`config.mk`:
```
export PLATFORM = sky130hd
export DESIGN_NAME = vector_sequencer
export DESIGN_NICKNAME = d
export VERILOG_FILES = /design/src/rtl/vector_sequencer.sv
export SDC_FILE = /design/constraint.sdc
export NUM_CORES = 1
export LEC_CHECK = 0
export BUFFER_PORTS_ARGS = -buffer_cell sky130_fd_sc_hd__buf_2
export CAP_MARGIN = 20
export CORE_ASPECT_RATIO = 1.1
export CORE_MARGIN = 2
export CORE_UTILIZATION = 40
export DETAILED_ROUTE_END_ITERATION = 16
export GPL_ROUTABILITY_DRIVEN = 0
export GPL_TIMING_DRIVEN = 0
export PLACE_DENSITY = 0.74
export SETUP_SLACK_MARGIN = 0.5
export SLEW_MARGIN = 25
export SYNTH_ARGS = -nofsm -noshare
export SYNTH_HDL_FRONTEND = slang
export SYNTH_SLANG_ARGS = --single-unit
```
`constraint.sdc`:
```
create_clock -name clk2 -period 5.2 [get_ports clk2]
set_clock_uncertainty 0.05 [all_clocks]
set_input_delay 1.04 -clock clk2 [delete_from_list [all_inputs] [get_ports clk2]]
set_output_delay 1.04 -clock clk2 [all_outputs]
set_load 0.1 [all_outputs]
```
`src/rtl/vector_sequencer.sv`:
```
// On-board vector sequencer: replays {rst, gpio_in, expected} words from a
// synchronous ROM into the cpu GPIO datapath and tallies mismatches.
module vector_sequencer #(
    parameter int NUM_VEC = 150,
    parameter int ADDR_W  = 8,
    parameter int SETTLE  = 6
) (
    input  logic              clk2,
    input  logic              rst,
    input  logic              start,
    output logic [ADDR_W-1:0] vec_addr,
    input  logic [64:0]       vec_data,
    output logic              dut_rst,
    output logic [31:0]       dut_gpio_in,
    input  logic [31:0]       dut_gpio_out,
    output logic              busy,
    output logic              done,
    output logic              pass,
    output logic [31:0]       error_count,
    output logic [31:0]       vector_num,
    output logic              mismatch_valid,
    output logic [ADDR_W-1:0] mismatch_index,
    output logic [31:0]       mismatch_got,
    output logic [31:0]       mismatch_exp
);

    localparam int CNT_W = (SETTLE > 1) ? $clog2(SETTLE) : 1;
    localparam logic [CNT_W-1:0]  CNT_LOAD  = CNT_W'(SETTLE - 1);
    localparam logic [ADDR_W-1:0] LAST_ADDR = ADDR_W'(NUM_VEC - 1);

    typedef enum logic [2:0] {
        S_IDLE,
        S_FETCH,
        S_LOAD,
        S_SETTLE,
        S_CHECK,
        S_DONE
    } state_t;

    state_t r_state;
    state_t w_next;

    logic [ADDR_W-1:0] r_addr;
    logic [CNT_W-1:0]  r_cnt;
    logic              r_dut_rst;
    logic [31:0]       r_gpio_in;
    logic [31:0]       r_exp;
    logic [31:0]       r_err;
    logic [31:0]       r_vnum;
    logic              r_mm_valid;
    logic [ADDR_W-1:0] r_mm_idx;
    logic [31:0]       r_mm_got;
    logic [31:0]       r_mm_exp;

    logic w_start;
    logic w_load;
    logic w_check;
    logic w_sentinel;
    logic w_last;
    logic w_miss;

    assign w_sentinel = &vec_data;
    assign w_last     = (r_addr == LAST_ADDR);
    // A vector that holds the cpu in reset has no meaningful gpio_out.
    assign w_miss     = !r_dut_rst && (dut_gpio_out != r_exp);

    always_ff @(posedge clk2) begin
        if (!rst) begin
            r_state <= S_IDLE;
        end else begin
            r_state <= w_next;
        end
    end

    always_comb begin
        w_next  = r_state;
        w_start = 1'b0;
        w_load  = 1'b0;
        w_check = 1'b0;
        unique case (r_state)
            S_IDLE, S_DONE: begin
                if (start) begin
                    w_start = 1'b1;
                    w_next  = S_FETCH;
                end
            end
            S_FETCH: w_next = S_LOAD;
            S_LOAD: begin
                if (w_sentinel) begin
                    w_next = S_DONE;
                end else begin
                    w_load = 1'b1;
                    w_next = S_SETTLE;
                end
            end
            S_SETTLE: begin
                if (r_cnt == '0) begin
                    w_next = S_CHECK;
                end
            end
            S_CHECK: begin
                w_check = 1'b1;
                w_next  = w_last ? S_DONE : S_FETCH;
            end
            default: w_next = S_IDLE;
        endcase
    end

    always_ff @(posedge clk2) begin
        if (!rst) begin
            r_addr     <= '0;
            r_cnt      <= '0;
            r_dut_rst  <= 1'b1;
            r_gpio_in  <= '0;
            r_exp      <= '0;
            r_err      <= '0;
            r_vnum     <= '0;
            r_mm_valid <= 1'b0;
            r_mm_idx   <= '0;
            r_mm_got   <= '0;
            r_mm_exp   <= '0;
        end else begin
            r_mm_valid <= 1'b0;
            if (w_start) begin
                r_addr <= '0;
                r_err  <= '0;
                r_vnum <= '0;
            end
            if (w_load) begin
                r_dut_rst <= vec_data[64];
                r_gpio_in <= vec_data[63:32];
                r_exp     <= vec_data[31:0];
                r_cnt     <= CNT_LOAD;
            end
            if (r_state == S_SETTLE && r_cnt != '0) begin
                r_cnt <= r_cnt - CNT_W'(1);
            end
            if (w_check) begin
                r_vnum <= r_vnum + 32'd1;
                if (w_miss) begin
                    r_mm_valid <= 1'b1;
                    r_mm_idx   <= r_addr;
                    r_mm_got   <= dut_gpio_out;
                    r_mm_exp   <= r_exp;
                    if (r_err != 32'hFFFF_FFFF) begin
                        r_err <= r_err + 32'd1;
                    end
                end
                if (!w_last) begin
                    r_addr <= r_addr + ADDR_W'(1);
                end
            end
        end
    end

    assign vec_addr       = r_addr;
    assign dut_rst        = r_dut_rst;
    assign dut_gpio_in    = r_gpio_in;
    assign busy           = (r_state != S_IDLE) && (r_state != S_DONE);
    assign done           = (r_state == S_DONE);
    assign pass           = done && (r_err == '0);
    assign error_count    = r_err;
    assign vector_num     = r_vnum;
    assign mismatch_valid = r_mm_valid;
    assign mismatch_index = r_mm_idx;
    assign mismatch_got   = r_mm_got;
    assign mismatch_exp   = r_mm_exp;

endmodule

```
==> impl_results.md <==
* Largest family of logic cells by synthesized area: simple AND/OR/NAND/NOR gates
* Clk sinks at around 220
* Synthesized cell area at 9681 um2
* Warnings, synthesis at 0
* EDFF count, synth at 0
* Synth cell types at between 60 and 70
* 1st-iter DRT viols at ~730
* Initial antenna violation count at 2
* Slowest Stage Delay on Critical Path at approximately 0.7 ns
* Fmax at approximately 280 MHz
* First-pass GRT wire length at about 52 mm
* Slew @ Worst Pin at approximately 0.95 ns
* Most common cell after layout, fill and taps aside: buf_2
* Simple-gate area share of the yosys netlist at between 20 and 30%
* Fillers at ~2300
* Status: completed
* Worst VDD drop at between 0.0002 and 0.00025 V
* Cell mode on critical path: clkbuf_1
* Core box area at approximately 24000 um2
* Drc violations at 0
* Asr flop ratio synth at 0%
* Final nets at between 1500 and 2000
* Max Slew Vio Count at 0
* TNS Setup at 0 ns
* Die area at between 20000 and 30000 um2
* Resized cells post-CTS at 0
* Vias at 10410
* Drt wl/cell at ~18 um
* Crit start category: input port
* Adder-cell share of the synthesized area at less than 1%
* Critical path peak fanout at 10
* Syn Inst Count at approximately 1200
* Final min period at roughly 3.5 ns
* First drt pass iteration count at 5
* Vias in the first global route at ~9500
* Synth Area per Inst at about 7.9 um2
* CTS tree: yes
* Critical path class: input port to flip-flop
* Worst-path clk slew at around 0.06 ns
* Critical path arrival at ~3.9 ns
* Reg-to-reg slack, setup at around 1.9 ns
* Min-delay worst type: flip-flop to flip-flop
* Ratio of cells with drive above 1 in the final layout at around a quarter
* Setup violators final at 0
* RSZ-0062 raised after global routing: no
* Critical Path Sink Type: flip-flop
* Total track usage at 25.06%
* Synth Area in Compound Gates at about 17%
* Met1 GRT Util at 33.62%
* Worst skew pair latency at ~0.52 ns
* CTS Hold Bufs at 0
* Seq/Total Area, Yosys at 44.67%
* Ys flop type: dfxtp_1
* Power Dens Cells at 319.3 nW/um2
* DR vias/cell at roughly 5.6
* Routed Wire Length at about 34 mm
* Die W at approximately 150 um
* Die Y at roughly 170 um
* Clock Path Buffers at 3
* Hpwl dp at 25.43 mm
* Area of the multi-input gates at about 4900 um2
* CP Data Required Time at 5.52 ns
* Area Growth Syn to Fin at 27.04%
* Synth Area in XOR/XNOR at approximately 3.3%
* Clock Root Buffer: clkbuf_16
* GR peak layer: met2
* Portion of netlist area occupied by mux cells at 1.124%
* # IOs at roughly 280
* CP max stage cell: o311ai_1
* Postcts setup bufs at 0
* Hold_ws at just over 0.4 ns
* Met3 usage at 4.296%
* Most frequent cells in the layout: buf_2 (299), nand2_1 (259), dfxtp_1 (216)
* Syn Nets at around 1300
* Max_slew headroom at 36.22%
* Fin. Hold Viols at 0
* FF/Latch Area at ~4300 um2
* Leak pwr at about 5.0 nW
* Starting Density at 40.85%
* Largest net degree at the start of global routing at 14
* Max Cap Violations at 0
* #FFs+latches synth at between 200 and 250
* Final Cycle Share at about two thirds
* Rows at slightly below 60
* IO buf count at 280
* Total CTS buffers at 24
* Post-route ant nets at 0
* Crit path cell chain: buf_2 -> nand4_1 -> nor4_1 -> nand2_1 -> o311ai_1 -> clkbuf_1 -> clkbuf_1 -> o21ai_0
* GR Overflow Total at 0
* H-tree Lvls at 1
* Met2 Track Usage GR at 40.11%
==> synthesized netlist by cell type (6+ instances only) <==
master | n | area, um2
a22o_1 | 10 | 87.58
and3_1 | 15 | 93.84
a221o_1 | 6 | 60.06
dfxtp_1 | 216 | 4324
nor4_1 | 22 | 137.6
buf_2 | 19 | 95.09
o21ai_0 | 93 | 465.5
nor2_1 | 49 | 183.9
a31oi_1 | 8 | 50.05
xnor2_1 | 36 | 315.3
o211ai_1 | 10 | 75.07
ha_1 | 7 | 87.58
nand3_1 | 99 | 495.5
o21a_1 | 6 | 45.04
nand4_1 | 45 | 281.5
nand2_1 | 259 | 972.2
or3_1 | 11 | 68.82
or2_2 | 7 | 43.79
and4_1 | 13 | 113.9
or4_1 | 7 | 52.55
clkbuf_1 | 65 | 244.0
a21oi_1 | 107 | 535.5
nor3_1 | 21 | 105.1
and2_1 | 6 | 37.54
mux2_2 | 7 | 78.83
inv_1 | 21 | 78.83
==> report_power, final <==
| part | leakage (nW) | internal (W) | switching, W |
|---|---|---|---|
| sequential | 1.74 | 0.00169 | 0.0000317 |
| combinational | 2.85 | 0.000106 | 0.000327 |
| clock | 0.407 | 0.00107 | 0.000697 |
==> worst max-delay path, delay by kind of cell <==
kind / cells / cell delay, ns
simple gates: 3 / 0.83
buf+inv: 3 / 1.09
compound gates: 2 / 0.89
==> final timing paths <==
check                           end  cells past startpoint              from
hold / removal     mismatch_got[29]                      2  mismatch_got[29]
hold reg to reg    mismatch_got[29]                      2  mismatch_got[29]
setup / recovery           r_exp[7]                      8      vec_data[37]
setup reg to reg  mismatch_index[5]                      9          r_exp[3]
==> routing by layer <==
layer	vias to the layer above	routed length [um]	part of all wire [%]
met2	437	15570	46
li1	4984	-	-
met1	4906	14270	42
met5	-	0	0
met3	83	2477	7.4
met4	0	1288	3.8
==> state kept, by name, indices dropped and copies added, names as in the netlist <==
name            flops
dut_gpio_in        32
dut_rst             1
error_count        32
mismatch_exp       32
mismatch_got       32
mismatch_index      8
mismatch_valid      1
r_cnt               3
r_exp              32
r_state             3
vec_addr            8
vector_num         32
==> final cells by class <==
class,count,area share (%)
Buffer,88,2.910
Timing Repair Buffer,280,11.39
Antenna cell,2,0.04070
Multi-Input combinational cell,906,40.04
Inverter,21,0.6410
Tap cell,305,3.103
Clock inverter,7,0.7427
Clock buffer,35,5.962
Sequential cell,216,35.16
==> kinds of logic (layout without fill, tap and decap cells) <==
family / count (synthesis) / in the layout
AOI/OAI and AO/OA: 283 / 283
xor gates and xnor gates: 37 / 37
DFF: 216 / 216
buffers and inverters: 109 / 431
muxes: 10 / 10
other: 0 / 2
adders and majority gates: 7 / 7
and+or+nand+nor: 569 / 569
==> through the flow <==
step	cell area [um2]	instances	util [%]	setup WS (ns)	power, W
floorplan	9686	1231	-	0.7058	0.002035
global placement	11470	1816	48.40	1.139	0.002184
detailed placement	11470	1816	48.40	1.054	0.002189
CTS	12290	1858	51.88	1.578	0.003950
global route	12300	1860	51.90	1.437	0.004059
finish	12300	1860	51.90	1.677	0.003927
Note: power is estimated with default switching activity, not from simulation.
